[config.mk]
export PLATFORM = sky130hd
export DESIGN_NAME = mem_access_unit_flat
export DESIGN_NICKNAME = d
export VERILOG_FILES = /design/src/rtl/mem_access_unit_pkg.sv /design/src/rtl/mem_access_unit_if.sv /design/src/rtl/mem_access_unit_lane_align.sv /design/src/rtl/mem_access_unit.sv /design/src/flat_wrapper.sv
export SDC_FILE = /design/constraint.sdc
export NUM_CORES = 1
export LEC_CHECK = 0
export ABC_AREA = 1
export BUFFER_PORTS_ARGS = -buffer_cell sky130_fd_sc_hd__buf_2
export CAP_MARGIN = 5
export CORE_ASPECT_RATIO = 1.25
export CORE_MARGIN = 2
export CORE_UTILIZATION = 48
export CTS_CLUSTER_DIAMETER = 30
export DETAILED_ROUTE_END_ITERATION = 10
export GPL_TIMING_DRIVEN = 0
export PLACE_DENSITY_LB_ADDON = 0.12
export SLEW_MARGIN = 20
export SYNTH_ARGS = -nofsm -noshare
export SYNTH_HDL_FRONTEND = slang
export SYNTH_SLANG_ARGS = --single-unit
[constraint.sdc]
create_clock -name clk -period 2.1 [get_ports clk]
set_clock_uncertainty 0.05 [all_clocks]
set_input_delay 0.525 -clock clk [delete_from_list [all_inputs] [get_ports clk]]
set_output_delay 0.525 -clock clk [all_outputs]
set_load 0.005 [all_outputs]
[src/rtl/mem_access_unit_pkg.sv]
// Shared memory-access types: access width, exception mask bits and the
// address legality check used when a core request is accepted.
package mem_access_unit_pkg;

    typedef enum logic [1:0] {
        MEM_BYTE = 2'd0,
        MEM_HALF = 2'd1,
        MEM_WORD = 2'd2
    } mem_access_t;

    typedef logic [1:0] mem_exception_mask_t;

    localparam mem_exception_mask_t MEM_EXCEPT_NONE         = 2'b00;
    localparam mem_exception_mask_t MEM_EXCEPT_MISALIGNED   = 2'b01;
    localparam mem_exception_mask_t MEM_EXCEPT_ILLEGAL_ADDR = 2'b10;

    // Both bits may be set together; the caller treats any nonzero mask as a fault.
    function automatic mem_exception_mask_t mem_check_access(
        input logic [31:0] addr,
        input mem_access_t access,
        input logic [3:0]  bank,
        input int          words
    );
        mem_exception_mask_t exc;
        exc = MEM_EXCEPT_NONE;
        if ((addr[31:28] != bank) || (int'({6'b0, addr[27:2]}) >= words))
            exc = exc | MEM_EXCEPT_ILLEGAL_ADDR;
        if (((access == MEM_HALF) && addr[0]) ||
            ((access == MEM_WORD) && (addr[1:0] != 2'b00)))
            exc = exc | MEM_EXCEPT_MISALIGNED;
        return exc;
    endfunction

endpackage

[src/rtl/mem_access_unit_if.sv]
// Core-side request/response bus of the memory access unit.
interface mem_access_unit_if;
    import mem_access_unit_pkg::*;

    logic                req;
    logic [31:0]         addr;
    logic                wr_ena;
    logic [31:0]         wr_data;
    mem_access_t         access;
    logic [31:0]         rd_data;
    logic                done;
    logic                busy;
    mem_exception_mask_t exception;

    modport master (
        output req, addr, wr_ena, wr_data, access,
        input  rd_data, done, busy, exception
    );

    modport slave (
        input  req, addr, wr_ena, wr_data, access,
        output rd_data, done, busy, exception
    );

endinterface

[src/rtl/mem_access_unit_lane_align.sv]
// Combinational lane logic: extracts a zero-extended byte/half/word from a RAM
// word and merges right-justified store data into the addressed lane.
module mem_lane_align
    import mem_access_unit_pkg::*;
(
    input  mem_access_t access,
    input  logic [1:0]  offset,
    input  logic [31:0] word_in,
    input  logic [31:0] lane_in,
    output logic [31:0] lane_out,
    output logic [31:0] merged
);

    always_comb begin
        lane_out = 32'h0;
        case (access)
            MEM_BYTE: lane_out = {24'h0, word_in[{offset, 3'b000} +: 8]};
            MEM_HALF: lane_out = {16'h0, word_in[{offset[1], 4'b0000} +: 16]};
            default:  lane_out = word_in;
        endcase
    end

    // Each byte of the merged word either keeps the RAM byte or takes store data.
    genvar gi;
    generate
        for (gi = 0; gi < 4; gi++) begin : g_lane
            logic       sel;
            logic [7:0] src;

            always_comb begin
                sel = 1'b1;
                src = lane_in[8*gi +: 8];
                case (access)
                    MEM_BYTE: begin
                        sel = (offset == 2'(gi));
                        src = lane_in[7:0];
                    end
                    MEM_HALF: begin
                        sel = (offset[1] == 1'(gi / 2));
                        src = lane_in[8*(gi % 2) +: 8];
                    end
                    default: ;
                endcase
            end

            assign merged[8*gi +: 8] = sel ? src : word_in[8*gi +: 8];
        end
    endgenerate

endmodule

[src/rtl/mem_access_unit.sv]
// Memory access unit: turns one core byte/half/word load or store into RAM
// cycles on a 1-cycle-latency single-port RAM, with read-modify-write for sub-word stores.
module mem_access_unit
    import mem_access_unit_pkg::*;
#(
    parameter logic [3:0] BANK      = 4'h1,
    parameter int         RAM_WORDS = 1024,
    localparam int        AW        = $clog2(RAM_WORDS)
) (
    input  logic                clk,
    input  logic                rst,
    mem_access_unit_if.slave    bus,
    output logic [AW-1:0]       ram_addr,
    output logic [31:0]         ram_wr_data,
    output logic                ram_wr_ena,
    input  logic [31:0]         ram_rd_data
);

    localparam logic [2:0] S_IDLE  = 3'd0;
    localparam logic [2:0] S_RD    = 3'd1;
    localparam logic [2:0] S_MERGE = 3'd2;
    localparam logic [2:0] S_WR    = 3'd3;
    localparam logic [2:0] S_DONE  = 3'd4;

    logic [2:0]          state_reg, state_next;
    logic [AW+1:0]       addr_reg;
    logic [31:0]         wr_data_reg;
    mem_access_t         access_reg;
    logic                wr_ena_reg;
    mem_exception_mask_t exc_reg;
    mem_exception_mask_t exc_now;
    logic [31:0]         lane_out;
    logic [31:0]         merged;
    logic                accept;

    assign exc_now = mem_check_access(bus.addr, bus.access, BANK, RAM_WORDS);
    assign accept  = (state_reg == S_IDLE) && bus.req;

    always_comb begin
        state_next = state_reg;
        case (state_reg)
            S_IDLE: begin
                if (bus.req) begin
                    if (exc_now != MEM_EXCEPT_NONE)  state_next = S_DONE;
                    else if (!bus.wr_ena)            state_next = S_RD;
                    else if (bus.access == MEM_WORD) state_next = S_WR;
                    else                             state_next = S_RD;
                end
            end
            // A store reaching RD is always sub-word, so it needs the merge cycle.
            S_RD:    state_next = wr_ena_reg ? S_MERGE : S_DONE;
            S_MERGE: state_next = S_DONE;
            S_WR:    state_next = S_DONE;
            S_DONE:  state_next = S_IDLE;
            default: state_next = S_IDLE;
        endcase
    end

    always_ff @(posedge clk or negedge rst) begin
        if (!rst) begin
            state_reg   <= S_IDLE;
            addr_reg    <= '0;
            wr_data_reg <= '0;
            access_reg  <= MEM_BYTE;
            wr_ena_reg  <= 1'b0;
            exc_reg     <= MEM_EXCEPT_NONE;
        end else begin
            state_reg <= state_next;
            if (accept) begin
                addr_reg    <= bus.addr[AW+1:0];
                wr_data_reg <= bus.wr_data;
                access_reg  <= bus.access;
                wr_ena_reg  <= bus.wr_ena;
                exc_reg     <= exc_now;
            end
        end
    end

    mem_lane_align u_lane_align (
        .access   (access_reg),
        .offset   (addr_reg[1:0]),
        .word_in  (ram_rd_data),
        .lane_in  (wr_data_reg),
        .lane_out (lane_out),
        .merged   (merged)
    );

    // RAM controls decode straight from state so an async reset kills a write at once.
    assign ram_wr_ena  = (state_reg == S_WR) || (state_reg == S_MERGE);
    assign ram_wr_data = (state_reg == S_WR)    ? wr_data_reg :
                         (state_reg == S_MERGE) ? merged      : 32'h0;
    assign ram_addr    = ((state_reg == S_RD) || (state_reg == S_WR) || (state_reg == S_MERGE))
                         ? addr_reg[AW+1:2] : '0;

    assign bus.busy      = (state_reg != S_IDLE);
    assign bus.done      = (state_reg == S_DONE);
    assign bus.exception = (state_reg == S_DONE) ? exc_reg : MEM_EXCEPT_NONE;
    assign bus.rd_data   = ((state_reg == S_DONE) && !wr_ena_reg && (exc_reg == MEM_EXCEPT_NONE))
                           ? lane_out : 32'h0;

endmodule

[src/flat_wrapper.sv]
// flat-port wrapper written by rule: the top's interface ports become plain ports
module mem_access_unit_flat import mem_access_unit_pkg::*;
#(
    parameter logic [3:0] BANK      = 4'h1,
    parameter int         RAM_WORDS = 1024,
    localparam int        AW        = $clog2(RAM_WORDS)
)
  (clk, rst, ram_addr, ram_wr_data, ram_wr_ena, ram_rd_data, bus_req, bus_addr, bus_wr_ena, bus_wr_data, bus_access, bus_rd_data, bus_done, bus_busy, bus_exception);
  mem_access_unit_if bus_i ();
  input  logic clk;
  input  logic rst;
  output logic [AW-1:0] ram_addr;
  output logic [31:0] ram_wr_data;
  output logic ram_wr_ena;
  input  logic [31:0] ram_rd_data;
  input wire logic [$bits(bus_i.req)-1:0] bus_req;
  input wire logic [$bits(bus_i.addr)-1:0] bus_addr;
  input wire logic [$bits(bus_i.wr_ena)-1:0] bus_wr_ena;
  input wire logic [$bits(bus_i.wr_data)-1:0] bus_wr_data;
  input wire logic [$bits(bus_i.access)-1:0] bus_access;
  output wire logic [$bits(bus_i.rd_data)-1:0] bus_rd_data;
  output wire logic [$bits(bus_i.done)-1:0] bus_done;
  output wire logic [$bits(bus_i.busy)-1:0] bus_busy;
  output wire logic [$bits(bus_i.exception)-1:0] bus_exception;
  assign bus_i.req = bus_req;
  assign bus_i.addr = bus_addr;
  assign bus_i.wr_ena = bus_wr_ena;
  assign bus_i.wr_data = bus_wr_data;
  assign bus_i.access = bus_access;
  assign bus_rd_data = bus_i.rd_data;
  assign bus_done = bus_i.done;
  assign bus_busy = bus_i.busy;
  assign bus_exception = bus_i.exception;
  mem_access_unit #(.BANK(BANK), .RAM_WORDS(RAM_WORDS)) u_core (.clk(clk), .rst(rst), .bus(bus_i), .ram_addr(ram_addr), .ram_wr_data(ram_wr_data), .ram_wr_ena(ram_wr_ena), .ram_rd_data(ram_rd_data));
endmodule
# After elaboration in Yosys (flattened, before gate mapping)
# Index checks and enable logic that the tools add are counted.
[op_classes]
n_lt_le_gt_ge = 1
eq_ne = 12
shifts = 2
muxes = 25
n_bitwise = 1
reduce_logical = 20
[ops]
columns = ["op", "n"]
rows = [
  ["$mux 32", 3],
  ["$pmux 32 s2", 1],
  ["$mux 8", 6],
  ["$shiftx 32x6->16", 1],
  ["$shiftx 32x6->8", 1],
  ["$ge 26x11->1 const B", 1],
  ["$pmux 8 s2", 1],
  ["$mux 3", 4],
  ["$mux 10", 1],
  ["$pmux 3 s3", 1],
  ["$pmux 1 s2", 4],
  ["$eq 2x1->1 const B", 3],
  ["$eq 2x2->1 const B", 3],
  ["$eq 3x2->1 const B", 2],
  ["$logic_not 2->1", 3],
  ["$mux 2", 3],
  ["$logic_and 1x1->1", 5],
  ["$logic_or 1x1->1", 5],
  ["$ne 4x1->1 const B", 1],
  ["$reduce_bool 2->1", 2],
  ["$reduce_or 2->1", 2],
  ["$eq 3x1->1 const B", 1],
  ["$eq 3x3->1 const B", 1],
  ["$logic_not 3->1", 1],
  ["other kinds (5)", 5],
]
[word_totals]
ff_bits = 52
input_bits = 102
out_inout_bits = 79
wordCells = 67

# Logic depth before layout (Yosys ltp)
[depth]
depth_word = 8
ltp_mapped = 9
depth_no_buf = 8

# Modules after synthesis
# From an unflattened synthesis, not the netlist that was laid out.
[hier_totals]
hier_cells = 705
hier_area_um2 = 4508.1
[by_module_without_submodules]
columns = ["module", "instances", "cells_each", "area_each_um2", "seq_area_each_um2"]
rows = [
  ["mem_access_unit", 1, 390, 3034.2, 1301.2],
  ["mem_lane_align", 1, 315, 1473.9, 0.0],
]

# Worst setup path after synthesis
# No wires, ideal clock.
[synth_timing]
path_kind = "register to output"
start = "register u_core.state_reg[1]"
end = "output port bus_rd_data[20]"
t_arrival_ps = 1216
required_ps = 1525
slack_ps = 309
path_stages_with_launch = 9
n_path_buf = 1
cell_sequence = "dfrtp_1 -> nor2_2 -> inv_2 -> nor2_8 -> nand2_4 -> clkinv_4 -> nand2_4 -> buf_6 -> nor2_4"
[synth_between]
elab_chain_cells = 4
[synth_rtl]
columns = ["item", "line_no", "source"]
rows = [
  ["start, declared", "mem_access_unit.sv:25", "logic [2:0] state_reg, state_next;"],
  ["start signal, assigned", "mem_access_unit.sv:68", "state_reg <= state_next;"],
  ["$eq 3x3->1", "n/a", ""],
  ["net bus_done", "flat_wrapper.sv:22", "output wire logic [$bits(bus_i.done)-1:0] bus_done;"],
  ["$logic_and 1x1->1 (2 in a row)", "mem_access_unit.sv:98", "assign bus.rd_data = ((state_reg == S_DONE) && !wr_ena_reg && (exc_reg == MEM_EXCEPT_NONE))"],
  ["$mux 32", "mem_access_unit.sv:99", "? lane_out : 32'h0;"],
  ["end, declared", "flat_wrapper.sv:21", "output wire logic [$bits(bus_i.rd_data)-1:0] bus_rd_data;"],
]
# The timed path passes the listed nets, and every way through them passes these cells.

# Worst setup path after layout
[layout_timing]
start = "register u_core.access_reg[1]"
end = "output port ram_wr_data[11]"
[layout_between]
elab_chain_cells = 5
word_cells_on_any_way = 7
cone_classes = "1 x eq/ne; 5 x mux; 1 x reduce/logical"
[layout_rtl]
columns = ["item", "line_no", "source"]
rows = [
  ["start, declared", "mem_access_unit.sv:28", "mem_access_t access_reg;"],
  ["start signal, assigned", "mem_access_unit.sv:72", "access_reg <= bus.access;"],
  ["$eq 2x1->1 / $logic_not 2->1 (equally long branches)", "mem_access_unit_lane_align.sv:33", "case (access)"],
  ["$pmux 1 s2 / $mux 8 (equally long branches)", "mem_access_unit_lane_align.sv:33", ""],
  ["$mux 8 (*)", "mem_access_unit_lane_align.sv:46", "assign merged[8*gi +: 8] = sel ? src : word_in[8*gi +: 8];"],
  ["$mux 32 (*)", "mem_access_unit.sv:91", "(state_reg == S_MERGE) ? merged : 32'h0;"],
  ["$mux 32 (*)", "mem_access_unit.sv:90", "assign ram_wr_data = (state_reg == S_WR) ? wr_data_reg :"],
  ["end, declared", "flat_wrapper.sv:13", "output logic [31:0] ram_wr_data;"],
]
# Every way passes the cells marked *; elsewhere a longest branch is shown, timed or not.

==> flow_metrics.env <==
export IMPL_status="finished with violations"
export IMPL_violations="setup timing"
export IMPL_cp_end_kind="output pin"
export IMPL_grt_max_degree=53
export IMPL_max_stage_delay_ns=0.39
export IMPL_synth_nets=702
export IMPL_clk_latency_ns=0.31
export IMPL_layout_setup_ws_ns=-0.2168
export IMPL_fp_dieH_um=105.5
export IMPL_p_total_mw=6.796
export IMPL_slew_viol_final=0
export IMPL_portBuffers=180
export IMPL_synth_main_ff_cell="dfrtp_1"
export IMPL_crit_buf_inv=3
export IMPL_critPathTopFamily="buffers and inverters"
export IMPL_dr_total_vias=5084
export IMPL_p_sw_mw=3.470
export IMPL_largest_reg_flops=32
export IMPL_async_flop_share_pct=100.0
export IMPL_viasPerCell=5.532
export IMPL_criticalPathCategory="register to output pin"
export IMPL_die_x_um=85.17
export IMPL_yosysWarnings=0
export IMPL_place_congestion=1.037
export IMPL_tightestPinTransition_ns=0.6627
export IMPL_fmax_ghz=0.4316
export IMPL_powerDensity_nw_per_um2=1150
export IMPL_dp_hpwl_um=11240
export IMPL_hold_violations=0
export IMPL_first_pass_iters=5
export IMPL_peakVddDrop_mv=0.6917
export IMPL_ys_top_cells_by_area="dfrtp_1 33%, nand2_1 15%, o21ai_0 10%"
export IMPL_antenna_found_initial=0
export IMPL_io_pins=181
export IMPL_place_area_um2=4977
export IMPL_fin_crit_sh_pct=110.3
export IMPL_netlist_area_um2=3953
export IMPL_min_path_type="primary input to async pin"
export IMPL_syn_inst=600
export IMPL_setup_viol=64
export IMPL_p_comb_share_pct=63.2
export IMPL_synth_top_area_share_pct=32.92
export IMPL_cap_viol_max_count=0
export IMPL_crit_top_cell="o21ai_0"
export IMPL_startpoint_type="register"
export IMPL_switching_share_pct=51.06
export IMPL_finalInstanceArea_um2=5911
export IMPL_grt_overflow=0
export IMPL_clkSinkCount=52
export IMPL_ys_ff_latch=52
export IMPL_start_util_pct=48.79
export IMPL_multi_input_area_um2=2577
export IMPL_core_um2=8102
export IMPL_yosysMostFrequentCell="nand2_1"
export IMPL_synth_common_cells="158 x nand2_1, 81 x o21ai_0, 70 x inv_1"
export IMPL_cp_arrival_ns=1.74
export IMPL_syn_area_per_cell_um2=6.588
export IMPL_cts_inserted_buffers=5
export IMPL_nFillCells=692
export IMPL_cts_tree="done"
export IMPL_first_global_vias=4751
export IMPL_cellLeakagePower_nw=3.088
export IMPL_seqCellArea_um2=1306
export IMPL_cts_max_path_buffers=2
export IMPL_synth_seq_area_share_pct=32.92
export IMPL_slew_headroom_pct=55.82
export IMPL_crit_chain="buf_8 -> nor2_4 -> buf_6 -> nand2_2 -> o21ai_0 -> o21ai_0 -> o22ai_2 -> buf_2"
export IMPL_crit_slowest_cell="dfrtp_1"
export IMPL_clock_power_share_pct=8.7
export IMPL_holdBufCountCts=0
export IMPL_nNetsFinal=923
export IMPL_synthToLayoutAreaGrowth_pct=49.54
export IMPL_drc=0
export IMPL_drive_gt1_share_pct=44.28
export IMPL_routed_wirelength_um=15490
export IMPL_grt_pass1_wl_um=23100
export IMPL_clockRootBuffer="clkbuf_8"
export IMPL_cts_reportedPaths_clkPinSlew_ns=0.10
export IMPL_synth_area_leader_cell="dfrtp_1"
export IMPL_finalCriticalPeriod_ns=2.317
export IMPL_fp_dieArea_um2=8981
export IMPL_worstPathMaxFanout=7
export IMPL_p_seq_share_pct=28.0
export IMPL_rsz0062_at_grt="true"
export IMPL_ys_types=32
export IMPL_grtUsageTotal_pct=32.51
export IMPL_synth_edf_count=0
export IMPL_drt_iter0_markers=384
export IMPL_final_antenna_net_count=0
export IMPL_row_count=37
export IMPL_diodes=0
export IMPL_critPathRequiredTime_ns=1.52
export IMPL_tns_ns=-9.461
export IMPL_p_int_mw=3.326
export IMPL_htreeDepth=2
export IMPL_drt_wirelength_per_cell_um=16.85
-- power groups by stage --
stage	Sequential, mW	Clock (mW)	Combinational (mW)
global placement	1.82	0	3.03
floorplan	1.71	0	2.23
global route	1.94	0.629	4.67
detailed placement	1.83	0	3.08
CTS	1.84	0.602	3.58
finish	1.91	0.594	4.30
-- layout make-up --
type                    count  area share, %
clock inverters             3         0.3810
well taps                  97          2.053
repair buffers            213          20.64
flip-flops and latches     52          22.10
plain buffers              28          4.001
repair inverters            1         0.1905
multi-input cells         436          43.61
clock buffers               5          1.164
inverters                  84          5.864
-- metal layers --
metal	vias to the layer above	global-route usage (%)	share of wire (%)
met2	294	55.69	50
met3	62	3.915	7.7
met1	2330	39.51	38
met5	-	0	0
li1	2398	-	-
met4	0	17.12	5.0
-- placed cells by master, fill, tap and decap left out, types with 3 or more instances in the layout --
cell type  instances
a21oi_1           18
a21oi_2            7
buf_2            192
buf_4             24
buf_6             15
clkbuf_8           5
dfrtp_1           48
dfrtp_2            4
inv_1             67
inv_2             11
inv_4              3
nand2_1          149
nand2_2            8
nand2_4            9
nand3_1           22
nand3_2            9
nor2_1            43
nor2_4            20
o211ai_1           6
o21ai_0           52
o21ai_1           43
o21ai_2           14
o22ai_2           10
o311ai_1           4
-- cells by family (layout without fill, tap and decap cells) --
family | Yosys count | count (layout) | synth area share, %
AOI/OAI and AO/OA | 167 | 167 | 23.99
buffers and inverters | 113 | 334 | 12.31
DFF | 52 | 52 | 32.92
and+or+nand+nor | 268 | 269 | 30.77
-- worst paths after layout --
check / start / to / slack (ns) / depth (start not counted)
max in group asynchronous: rst / u_core.addr_reg[1] / 1.33 / 1
hold / removal: rst / u_core.wr_data_reg[29] / 0.18 / 1
setup reg to reg: u_core.state_reg[1] / u_core.addr_reg[1] / 0.36 / 10
setup / recovery: u_core.access_reg[1] / ram_wr_data[11] / -0.22 / 8
hold reg to reg: u_core.wr_data_reg[25] / u_core.wr_data_reg[25] / 0.48 / 2
min in group clk: bus_wr_data[26] / u_core.wr_data_reg[26] / 0.35 / 3
-- through the flow --
| step | hold slack [ns] | instances | utilization, % | worst slack, ns |
|---|---|---|---|---|
| after floorplan | 0.1794 | 600 | - | 0.3090 |
| after global placement | 0.4402 | 877 | 61.41 | 0.001966 |
| after detailed placement | 0.4493 | 877 | 61.44 | -0.03447 |
| after CTS | 0.1996 | 902 | 67.01 | -0.2082 |
| after global routing | 0.2233 | 919 | 72.96 | -0.3114 |
| final | 0.1796 | 919 | 72.96 | -0.2168 |
-- timing repair --
action	CTS	global route
buffers inserted	14	14
cloned	4	3
endpoints found under the setup margin	64	76
pin swaps	7	27
gates resized for setup	68	98
(Power assumes the default switching activity.)
